[src/rtl/apb_requester.sv]
// APB requester: turns single cmd_* requests into one APB SETUP/ACCESS transfer and returns a rsp_* pulse.
// Optional ACCESS-phase timeout is compiled in with `define APB_REQUESTER_TIMEOUT_EN.
module apb_requester #(
    parameter int ADDR_W         = 32,
    parameter int DATA_W         = 32,
    parameter int TIMEOUT_CYCLES = 16
) (
    input  logic                  PCLK,
    input  logic                  PRESET,
    // cmd handshake: a command is taken on a rising edge where cmd_valid && cmd_ready;
    // cmd_ready is high only in IDLE, and cmd_* are ignored at every other edge.
    input  logic                  cmd_valid,
    output logic                  cmd_ready,
    input  logic                  cmd_write,
    input  logic [ADDR_W-1:0]     cmd_addr,
    input  logic [DATA_W-1:0]     cmd_wdata,
    input  logic [DATA_W/8-1:0]   cmd_strb,
    output logic                  rsp_valid,
    output logic [DATA_W-1:0]     rsp_rdata,
    output logic                  rsp_error,
    output logic                  PSEL,
    output logic                  PENABLE,
    output logic                  PWRITE,
    output logic [ADDR_W-1:0]     PADDR,
    output logic [DATA_W-1:0]     PWDATA,
    output logic [DATA_W/8-1:0]   PSTRB,
    input  logic [DATA_W-1:0]     PRDATA,
    input  logic                  PREADY,
    input  logic                  PERROR,
    output logic                  busy,
    output logic [1:0]            dbg_state
);

    localparam int STRB_W = DATA_W / 8;

    typedef enum logic [1:0] {
        ST_IDLE   = 2'd0,
        ST_SETUP  = 2'd1,
        ST_ACCESS = 2'd2
    } state_e;

    state_e              state_q, state_d;
    logic                pwrite_q, pwrite_d;
    logic [ADDR_W-1:0]   paddr_q, paddr_d;
    logic [DATA_W-1:0]   pwdata_q, pwdata_d;
    logic [STRB_W-1:0]   pstrb_q, pstrb_d;
    logic                rsp_valid_q, rsp_valid_d;
    logic [DATA_W-1:0]   rsp_rdata_q, rsp_rdata_d;
    logic                rsp_error_q, rsp_error_d;

`ifdef APB_REQUESTER_TIMEOUT_EN
    localparam int CNT_W = $clog2(TIMEOUT_CYCLES + 1);
    localparam logic [CNT_W-1:0] CNT_LAST = CNT_W'(TIMEOUT_CYCLES - 1);
    localparam logic [CNT_W-1:0] CNT_ONE  = CNT_W'(1);

    logic [CNT_W-1:0]    wait_cnt_q, wait_cnt_d;
`endif

    always_comb begin
        state_d     = state_q;
        pwrite_d    = pwrite_q;
        paddr_d     = paddr_q;
        pwdata_d    = pwdata_q;
        pstrb_d     = pstrb_q;
        rsp_valid_d = 1'b0;
        rsp_rdata_d = rsp_rdata_q;
        rsp_error_d = rsp_error_q;
`ifdef APB_REQUESTER_TIMEOUT_EN
        wait_cnt_d  = wait_cnt_q;
`endif

        case (state_q)
            ST_IDLE: begin
                if (cmd_valid) begin
                    state_d  = ST_SETUP;
                    pwrite_d = cmd_write;
                    paddr_d  = cmd_addr;
                    // Reads present an all-zero data/strobe pattern on the bus.
                    pwdata_d = cmd_write ? cmd_wdata : '0;
                    pstrb_d  = cmd_write ? cmd_strb : '0;
`ifdef APB_REQUESTER_TIMEOUT_EN
                    wait_cnt_d = '0;
`endif
                end
            end

            ST_SETUP: begin
                state_d = ST_ACCESS;
            end

            ST_ACCESS: begin
                if (PREADY) begin
                    state_d     = ST_IDLE;
                    rsp_valid_d = 1'b1;
                    rsp_error_d = PERROR;
                    rsp_rdata_d = pwrite_q ? '0 : PRDATA;
                end
`ifdef APB_REQUESTER_TIMEOUT_EN
                // The last permitted wait cycle ends the transfer as an error unless PREADY wins.
                else if (wait_cnt_q == CNT_LAST) begin
                    state_d     = ST_IDLE;
                    rsp_valid_d = 1'b1;
                    rsp_error_d = 1'b1;
                    rsp_rdata_d = '0;
                end else begin
                    wait_cnt_d = wait_cnt_q + CNT_ONE;
                end
`endif
            end

            default: begin
                state_d = ST_IDLE;
            end
        endcase
    end

    always_ff @(posedge PCLK or posedge PRESET) begin
        if (PRESET) begin
            state_q     <= ST_IDLE;
            pwrite_q    <= 1'b0;
            paddr_q     <= '0;
            pwdata_q    <= '0;
            pstrb_q     <= '0;
            rsp_valid_q <= 1'b0;
            rsp_rdata_q <= '0;
            rsp_error_q <= 1'b0;
        end else begin
            state_q     <= state_d;
            pwrite_q    <= pwrite_d;
            paddr_q     <= paddr_d;
            pwdata_q    <= pwdata_d;
            pstrb_q     <= pstrb_d;
            rsp_valid_q <= rsp_valid_d;
            rsp_rdata_q <= rsp_rdata_d;
            rsp_error_q <= rsp_error_d;
        end
    end

`ifdef APB_REQUESTER_TIMEOUT_EN
    always_ff @(posedge PCLK or posedge PRESET) begin
        if (PRESET) begin
            wait_cnt_q <= '0;
        end else begin
            wait_cnt_q <= wait_cnt_d;
        end
    end
`endif

    assign cmd_ready = (state_q == ST_IDLE);
    assign busy      = (state_q != ST_IDLE);
    assign PSEL      = (state_q != ST_IDLE);
    assign PENABLE   = (state_q == ST_ACCESS);
    assign PWRITE    = pwrite_q;
    assign PADDR     = paddr_q;
    assign PWDATA    = pwdata_q;
    assign PSTRB     = pstrb_q;
    assign rsp_valid = rsp_valid_q;
    assign rsp_rdata = rsp_rdata_q;
    assign rsp_error = rsp_error_q;
    assign dbg_state = state_q;

endmodule
[config.mk]
export PLATFORM = sky130hd
export DESIGN_NAME = apb_requester
export DESIGN_NICKNAME = d
export VERILOG_FILES = /design/src/rtl/apb_requester.sv
export SDC_FILE = /design/constraint.sdc
export NUM_CORES = 1
export LEC_CHECK = 0
export CORE_MARGIN = 3
export CORE_UTILIZATION = 44
export DETAILED_ROUTE_END_ITERATION = 16
export PLACE_DENSITY_LB_ADDON = 0.25
export SYNTH_ARGS = -nofsm -noshare
export SYNTH_HDL_FRONTEND = slang
export SYNTH_SLANG_ARGS = --single-unit
[constraint.sdc]
create_clock -name PCLK -period 10.3 [get_ports PCLK]
set_input_delay 2.06 -clock PCLK [delete_from_list [all_inputs] [get_ports PCLK]]
set_output_delay 2.06 -clock PCLK [all_outputs]
set_load 0.005 [all_outputs]
==> results of run 1 <==
[power groups by stage]
| stage | combinational, W | clock, W | sequential, W |
|---|---|---|---|
| CTS | 0.000886 | 0.000270 | 0.000715 |
| detailed placement | 0.000881 | 0 | 0.000718 |
| finish | 0.000868 | 0.000264 | 0.000713 |
| global route | 0.000937 | 0.000286 | 0.000738 |
| global placement | 0.000859 | 0 | 0.000712 |
| floorplan | 0.000362 | 0 | 0.000725 |
[state kept, by name (all words and copies together) (netlist names)]
register   cells
PADDR         32
PSTRB          4
PWDATA        32
PWRITE         1
dbg_state      2
rsp_error      1
rsp_rdata     32
rsp_valid      1
[per-stage QoR]
step	area [um^2]	hold slack (ns)	util [%]	setup WS, ns
3_5_place_dp	6720	0.481	67.8	6.22
3_3_place_gp	6720	0.471	67.8	6.25
2_1_floorplan	4550	0.483	-	5.48
4_1_cts	6920	0.507	69.8	6.46
6_report	6920	0.499	69.8	6.48
5_1_grt	6920	0.523	69.8	6.40
[per-layer routing]
layer	vias up	part of all wire, %	routed length [um]
met3	14	8.2	942
li1	1500	-	-
met1	1542	41	4670
met4	0	1.5	173
met5	-	0	0
met2	131	50	5740
[final cells by class]
class                           instances  share of cell area (%)
Sequential cell                       105                    38.0
Timing Repair Buffer                  218                    31.4
Inverter                               38                    2.10
Multi-Input combinational cell        176                    23.2
Clock inverter                          7                    1.12
Clock buffer                            9                    1.79
Tap cell                              133                    2.41
[Yosys cell counts]
cell type  instances
and2b_1            3
and2b_2            1
and3b_1            1
buf_12             3
buf_2              2
buf_4              4
buf_6              5
clkbuf_1           6
dfrtp_1          105
inv_1             38
mux2_1             3
mux2_2            34
mux2_4            29
mux2i_1           37
nand2_1           36
nand2b_1           1
nor2b_1           29
nor3b_1            1
or2_2              1
[cells by family (layout without fill, tap and decap cells)]
group	after synthesis	in the layout	synth area share, %
mux	103	103	26.9
flops	105	105	57.8
simple gates	73	73	8.28
buf+inv	58	272	7.07
[worst paths after layout]
| kind | slack (ns) | start | to | cells after the start |
|---|---|---|---|---|
| min reg2reg | 0.50 | PADDR[2] | PADDR[2] | 1 |
| max | 6.48 | dbg_state[0] | cmd_ready | 3 |
| max reg2reg | 8.24 | dbg_state[0] | PADDR[28] | 3 |
| max in group asynchronous | 6.97 | PRESET | rsp_rdata[0] | 3 |
| min in group asynchronous | 2.03 | PRESET | PADDR[19] | 2 |
| min | 0.50 | PADDR[2] | PADDR[2] | 1 |
==> impl_metrics.json, run 1 <==
{
  "cts_root_buffer": "clkbuf_8",
  "std_cell_rows": 36,
  "ys_ff_latch": 105,
  "multi_input_area_um2": 1610,
  "finalHoldViolations": 0,
  "crit_path_max_fanout": 6,
  "clockBufferDepth": 2,
  "die_w_um": 108,
  "drive_gt1_share_pct": 15.9,
  "postSynthAreaPerCell_um2": 13.4,
  "grt_pass1_vias": 3468,
  "dieArea_um2": 11600,
  "critPathBufInv": 2,
  "ir_worst_vdd_uv": 129,
  "synth.yosys.warnings": 0,
  "grt_use_met2_pct": 33.1,
  "setup_viol": 0,
  "viasPerCell": 4.65,
  "use_met1_pct": 24.3,
  "met3_usage_pct": 7.02,
  "cp-end-kind": "primary output",
  "worstSkewPairLatency_ns": 0.36,
  "fin_setup_tns_ns": 0,
  "area_growth_pct": 52.1,
  "yosys-top-cells-area": "dfrtp_1 58%, mux2_4 9.6%, mux2_2 8.4%",
  "initialDrtViolationCount": 145,
  "placed_cells": 670,
  "fmax_ghz": 0.262,
  "cts_max_level": 3,
  "route.detailed.drc": 0,
  "path_class": "register to primary output",
  "ant_nets": 0,
  "final_cell_mix": "214 x clkdlybuf4s50_1, 105 x dfrtp_1, 37 x inv_1, 37 x mux2i_1, 36 x nand2_1",
  "rsz0062_at_grt": "false",
  "p_leak_nw": 3.04,
  "fill_cells": 760,
  "cts_tree": "yes",
  "hold_buffers": 0,
  "p_total_w": 0.00185,
  "die_y_um": 108,
  "ff_latch_area_um2": 2630,
  "cts_sinks": 105,
  "fin_crit_sh_pct": 37.1,
  "synth_largest_area_cell": "dfrtp_1",
  "num_antenna_cells": 0,
  "hp-class": "register to register",
  "worst_pin_slew_ns": 1.07,
  "finClkSkew_ns": 0.0101,
  "p_switching_w": 0.000548,
  "cts_resized": 0,
  "max_slew_margin_pct": 28.7,
  "place.gp.congestion": 0.719,
  "wl_per_cell_um": 16.8,
  "synth_cell_types": 19,
  "synth_top_area_share_pct": 57.8,
  "switching_share_pct": 29.7,
  "dpl.hpwl_um": 8230,
  "clock_power_share_pct": 14.3,
  "path_clk_slew_ns": 0.11,
  "synth_seq_area_share_pct": 57.8,
  "io_pins": 215,
  "finalNonFillerCells": 686,
  "portBuffers": 214,
  "max_stage_delay_ns": 0.49,
  "grt_busiest_layer": "met2",
  "coreArea_um2": 9910,
  "syn_area_um2": 4550,
  "wl_um": 11500,
  "syn_nets": 445,
  "layout_commonest_cell": "clkdlybuf4s50_1",
  "required_ns": 8.24,
  "grt_usage_pct": 19.8,
  "crit_slowest_cell": "clkdlybuf4s50_1",
  "max-cap-violations": 0,
  "powerDensity_nw_per_um2": 267,
  "grt_pass1_wl_um": 17800,
  "post-route-min-period_ns": 3.82,
  "cp_top_family": "buffers and inverters",
  "slew_viol_final": 0,
  "status": "complete, no violations",
  "grt_overflow": 0,
  "cp-start-kind": "register",
  "grt_antenna_before_repair": 0,
  "layout.nets": 654,
  "drtPass1Iterations": 4,
  "vias": 3187,
  "cts_setup_buffers": 0,
  "grt_max_degree": 78,
  "arrival_ns": 1.76,
  "intPower_w": 0.00130,
  "crit_chain": "or2_2 > inv_1 > clkdlybuf4s50_1",
  "seqPwrFrac_pct": 38.7,
  "cts_buffers": 9,
  "syn_inst": 339,
  "power_frac_comb_pct": 47.0,
  "start_util_pct": 45.9
}
Power figures use the tool's default switching activity.
==> inputs of run 2 (changes only) <==
--- a/config.mk
+++ b/config.mk
@@ -6,7 +6,7 @@
 export NUM_CORES = 1
 export LEC_CHECK = 0
 export CORE_MARGIN = 3
-export CORE_UTILIZATION = 44
+export CORE_UTILIZATION = 37
 export DETAILED_ROUTE_END_ITERATION = 16
 export PLACE_DENSITY_LB_ADDON = 0.25
 export SYNTH_ARGS = -nofsm -noshare
==> constraint.sdc (replaced) <==
create_clock -name PCLK -period 3.5 [get_ports PCLK]
set_input_delay 0.7 -clock PCLK [delete_from_list [all_inputs] [get_ports PCLK]]
set_output_delay 0.7 -clock PCLK [all_outputs]
set_load 0.005 [all_outputs]
==> run 2 against run 1 <==
  * Sequential share of layout area fell by 0.72 points
  * Combinational power grew to 2.9 times the previous value
  * Non-clock buffer count grew 3
  * Clock-buffer cell count increased by 3
  * Register-to-register slack lost 6.4 ns
  * Sequential power grew to 2.9 times the previous value
  * Total power rose to 3.0 times the previous value
  * Largest power group unchanged
==> impl_metrics.json, run 2 (synthesized netlist as in run 1, its figures left out) <==
{
  "status": "complete, no violations",
  "cts_tree": "yes",
  "drtPass1Iterations": 4,
  "route.detailed.drc": 0,
  "coreArea_um2": 11700,
  "multi_input_area_um2": 1610,
  "dpl.hpwl_um": 8130,
  "finalNonFillerCells": 699,
  "max_slew_margin_pct": 61.2,
  "drive_gt1_share_pct": 16.0,
  "pre_cts_slack_ns": 1.16,
  "viasPerCell": 4.58,
  "hold_end": "PADDR[0]",
  "grt_usage_pct": 16.4,
  "num_antenna_cells": 0,
  "post-route-util_pct": 60.2,
  "cp-start-kind": "register",
  "std_cell_rows": 39,
  "layout_commonest_cell": "clkdlybuf4s50_1",
  "holdPathStages": 1,
  "cts_sinks": 105,
  "grt_pass1_vias": 3403,
  "final_cell_mix": "214 x clkdlybuf4s50_1, 105 x dfrtp_1, 37 x inv_1, 37 x mux2i_1, 36 x nand2_1",
  "r2r-start": "dbg_state[0]",
  "layout_setup_ws_ns": 1.13,
  "ff_latch_area_um2": 2630,
  "placed_cells": 683,
  "r2r_setup_slack_ns": 1.81,
  "place.gp.congestion": 0.737,
  "grt_antenna_before_repair": 0,
  "max-cap-violations": 0,
  "ir_worst_vdd_uv": 517,
  "die_w_um": 117,
  "worst_r2r_path_depth": 3,
  "path_class": "register to primary output",
  "crit_chain": "or2_2 > inv_1 > clkdlybuf4s50_1",
  "wl_per_cell_um": 16.1,
  "fin_crit_sh_pct": 67.8,
  "area_growth_pct": 55.0,
  "finClkSkew_ns": 0.00632,
  "post-route-min-period_ns": 2.37,
  "hp-start": "PADDR[0]",
  "initialDrtViolationCount": 195,
  "fmax_ghz": 0.421,
  "required_ns": 2.80,
  "path_clk_slew_ns": 0.07,
  "io_pins": 215,
  "hold_buffers": 0,
  "layout.nets": 657,
  "p_leak_nw": 3.09,
  "cts_max_level": 3,
  "reg2reg_to": "PADDR[13]",
  "slew_viol_final": 0,
  "worstSkewPairLatency_ns": 0.34,
  "die_y_um": 117,
  "portBuffers": 214,
  "rsz0062_at_grt": "false",
  "hp-class": "register to register",
  "setup_viol": 0,
  "cts_resized": 0,
  "grt_max_degree": 71,
  "cts_root_buffer": "clkbuf_16",
  "fill_cells": 971,
  "grt_overflow": 0,
  "arrival_ns": 1.67,
  "worst_pin_slew_ns": 0.581,
  "powerDensity_nw_per_um2": 792,
  "crit_slowest_cell": "clkdlybuf4s50_1",
  "cp-end-kind": "primary output",
  "cts_buffers": 9,
  "wl_um": 11300,
  "crit_path_max_fanout": 6,
  "ant_nets": 0,
  "fin_setup_tns_ns": 0,
  "start_util_pct": 38.8,
  "grt_pass1_wl_um": 17400,
  "dieArea_um2": 13700,
  "vias": 3199,
  "max_stage_delay_ns": 0.49,
  "cts_setup_buffers": 0,
  "clockBufferDepth": 2,
  "finalHoldViolations": 0
}
-- run 2: area by class of cell --
type                    count  area share [%]
repair buffers            221            31.5
well taps                 143            2.54
inverters                  38            2.06
multi-input cells         176            22.8
flip-flops and latches    105            37.3
clock inverters             4           0.408
clock buffers              12            3.50
-- run 2: how the worst max path moves through the flow --
stage	start	to	slack, ns
2_1_floorplan	PRESET	PADDR[0]	0.04
3_3_place_gp	cmd_valid	PADDR[12]	1.17
3_5_place_dp	cmd_valid	PADDR[13]	1.16
4_1_cts	dbg_state[0]	cmd_ready	1.10
5_1_grt	dbg_state[0]	cmd_ready	1.04
6_report	dbg_state[0]	cmd_ready	1.13
-- run 2: power breakdown --
group	switching [W]	leakage [nW]	internal (W)	total, W
Combinational	0.000841	1.64	0.00171	0.00255
Sequential	0.000315	1.31	0.00178	0.00209
Clock	0.000437	0.129	0.000503	0.000940
Total	0.00159	3.09	0.00399	0.00559
-- run 2: layer usage --
layer  up-vias  share of wire, %  global-route usage, %
met3        12                11                   8.02
met5         -                 0                      0
li1       1509                 -                      -
met1      1544                41                   20.3
met2       134                47                   25.7
met4         0               1.2                   4.05
-- run 2: worst max-delay path: cells and delay by family (launching register included) --
family,cells,cell delay [ns]
buffers and inverters,2,0.55
DFF,1,0.44
and+or+nand+nor,1,0.34
-- run 2: per-stage QoR --
| stage | total power (W) | instance area (um^2) | hold WS [ns] |
|---|---|---|---|
| 2_1_floorplan | 0.00320 | 4550 | 0.483 |
| 5_1_grt | 0.00596 | 7050 | 0.510 |
| 3_5_place_dp | 0.00470 | 6780 | 0.482 |
| 6_report | 0.00559 | 7050 | 0.493 |
| 4_1_cts | 0.00569 | 7050 | 0.497 |
| 3_3_place_gp | 0.00463 | 6780 | 0.471 |
==> inputs of run 3 (changes only) <==
--- a/config.mk
+++ b/config.mk
@@ -6,7 +6,7 @@
 export NUM_CORES = 1
 export LEC_CHECK = 0
 export CORE_MARGIN = 3
-export CORE_UTILIZATION = 37
+export CORE_UTILIZATION = 41
 export DETAILED_ROUTE_END_ITERATION = 16
 export PLACE_DENSITY_LB_ADDON = 0.25
 export SYNTH_ARGS = -nofsm -noshare
==> constraint.sdc (replaced) <==
create_clock -name PCLK -period 2.25 [get_ports PCLK]
set_input_delay 0.45 -clock PCLK [delete_from_list [all_inputs] [get_ports PCLK]]
set_output_delay 0.45 -clock PCLK [all_outputs]
set_load 0.005 [all_outputs]
==> run 3 against run 2 <==
  * Non-clock buffer count grew 5
  * Sequential cell count unchanged
  * Critical path depth unchanged
  * Via count rose by 1.6%
  * Sequential share of layout area decreased by 0.29 points
  * Combinational power up 57%
  * Sequential power is 57% higher
  * Core utilization increased by 7.2 points
  * Total power is 59% higher
  * Cell area up 0.87%
  * Global-route usage grew 2.6 points
  * Die area shrank 9.3%
  * Critical path type unchanged
  * Critical endpoint unchanged
==> impl_metrics.json, run 3 (synthesized netlist as in run 1, its figures left out) <==
{
  "cts_tree": "yes",
  "vias": 3249,
  "dpl.hpwl_um": 8380,
  "wl_per_cell_um": 16.2,
  "path_class": "register to primary output",
  "grt_overflow": 0,
  "grt_antenna_before_repair": 0,
  "max_stage_delay_ns": 0.49,
  "start_util_pct": 43.1,
  "p_leak_nw": 3.12,
  "place.gp.congestion": 0.787,
  "setup_viol": 0,
  "num_antenna_cells": 0,
  "initialDrtViolationCount": 142,
  "hp-class": "register to register",
  "grt_max_degree": 57,
  "post-route-min-period_ns": 2.17,
  "max-cap-violations": 0,
  "layout.nets": 662,
  "cp-end-kind": "primary output",
  "ir_worst_vdd_uv": 608,
  "placed_cells": 681,
  "finClkSkew_ns": 0.00965,
  "cts_buffers": 9,
  "cp-start-kind": "register",
  "hp-start": "PADDR[2]",
  "cts_setup_buffers": 0,
  "fin_crit_sh_pct": 96.6,
  "viasPerCell": 4.67,
  "finalNonFillerCells": 696,
  "cp-startpoint": "dbg_state[0]",
  "ant_nets": 0,
  "critPathBufInv": 2,
  "grt_pass1_wl_um": 18900,
  "required_ns": 1.80,
  "drtPass1Iterations": 4,
  "stdcell_area_um2": 7110,
  "final_cell_mix": "214 x clkdlybuf4s50_1, 103 x dfrtp_1, 37 x inv_1, 37 x mux2i_1, 36 x nand2_1",
  "r2r-start": "dbg_state[0]",
  "coreArea_um2": 10600,
  "crit_slowest_cell": "clkdlybuf4s50_1",
  "crit_chain": "or2_2 > inv_1 > clkdlybuf4s50_1",
  "cp_top_family": "buffers and inverters",
  "powerDensity_nw_per_um2": 1240,
  "io_pins": 215,
  "status": "complete, no violations",
  "grt_pass1_vias": 3611,
  "rsz0062_at_grt": "false",
  "worst_pin_slew_ns": 0.386,
  "path_clk_slew_ns": 0.09,
  "crit_path_max_fanout": 5,
  "route.detailed.drc": 0,
  "std_cell_rows": 37,
  "fmax_ghz": 0.460,
  "drive_gt1_share_pct": 17.3,
  "cts_root_buffer": "clkbuf_8",
  "portBuffers": 214,
  "area_growth_pct": 56.4,
  "layout_commonest_cell": "clkdlybuf4s50_1",
  "cts_sinks": 105,
  "grt_usage_pct": 19.0,
  "die_w_um": 111,
  "finalHoldViolations": 0,
  "whs_ns": 0.496,
  "dieArea_um2": 12400,
  "slew_viol_final": 0,
  "worstSkewPairLatency_ns": 0.36,
  "wl_um": 11300,
  "die_y_um": 111,
  "fin_setup_tns_ns": 0,
  "arrival_ns": 1.72,
  "place_area_um2": 6830,
  "clockBufferDepth": 2,
  "cts_max_level": 3,
  "max_slew_margin_pct": 74.3
}
run 3: cell count changes in the layout (fill, tap and decap cells not counted), sizes merged:
| cell | delta |
|---|---|
| clkinvlp | -1 |
| buf | +5 |
| clkinv | -1 |
| inv | -1 |
| clkbuf | -3 |
| bufinv | +5 |
run 3: cell type report:
type	instances	area, um^2
Multi-Input combinational cell	176	1610
Clock buffer	9	124
Tap cell	136	170
Sequential cell	105	2630
Fill cell	807	3440
Inverter	38	146
Timing Repair Buffer	226	2280
Clock inverter	6	155
run 3: layer usage:
layer	GRT usage, %	up-vias	part of all wire, %
met5	0	-	0
met4	7.38	0	1.9
met3	5.13	15	7.8
met2	31.7	139	49
met1	23.6	1581	41
li1	-	1514	-
run 3: worst paths after layout:
| check | depth (start not counted) | to | slack, ns |
|---|---|---|---|
| worst min-delay path | 1 | PADDR[2] | 0.50 |
| max in group asynchronous | 3 | rsp_rdata[5] | 1.47 |
| worst max register to register | 4 | PWDATA[28] | 0.64 |
| worst max-delay path | 3 | cmd_ready | 0.08 |
| worst min register to register | 1 | PADDR[2] | 0.50 |
| min in group asynchronous | 3 | PWDATA[17] | 0.52 |
run 3: report_power, final:
| part | total (W) | leakage, nW | switching (W) | internal [W] |
|---|---|---|---|---|
| Combinational | 0.00401 | 1.67 | 0.00131 | 0.00270 |
| Sequential | 0.00329 | 1.31 | 0.000521 | 0.00277 |
| Clock | 0.00156 | 0.139 | 0.000605 | 0.000955 |
| Total | 0.00885 | 3.12 | 0.00243 | 0.00642 |
run 3: through the flow:
stage	util (%)	worst slack, ns	power [W]
floorplan	-	0.540	0.00498
global placement	64.7	0.254	0.00727
detailed placement	64.7	0.186	0.00737
CTS	67.4	0.00892	0.00899
global route	67.4	0.00466	0.00943
finish	67.4	0.0765	0.00885
run 3: what timing repair did:
item                       4_1_cts  5_1_grt
setup endpoints to repair        0        1
resized for setup                0        2
hold buffers                     0        0
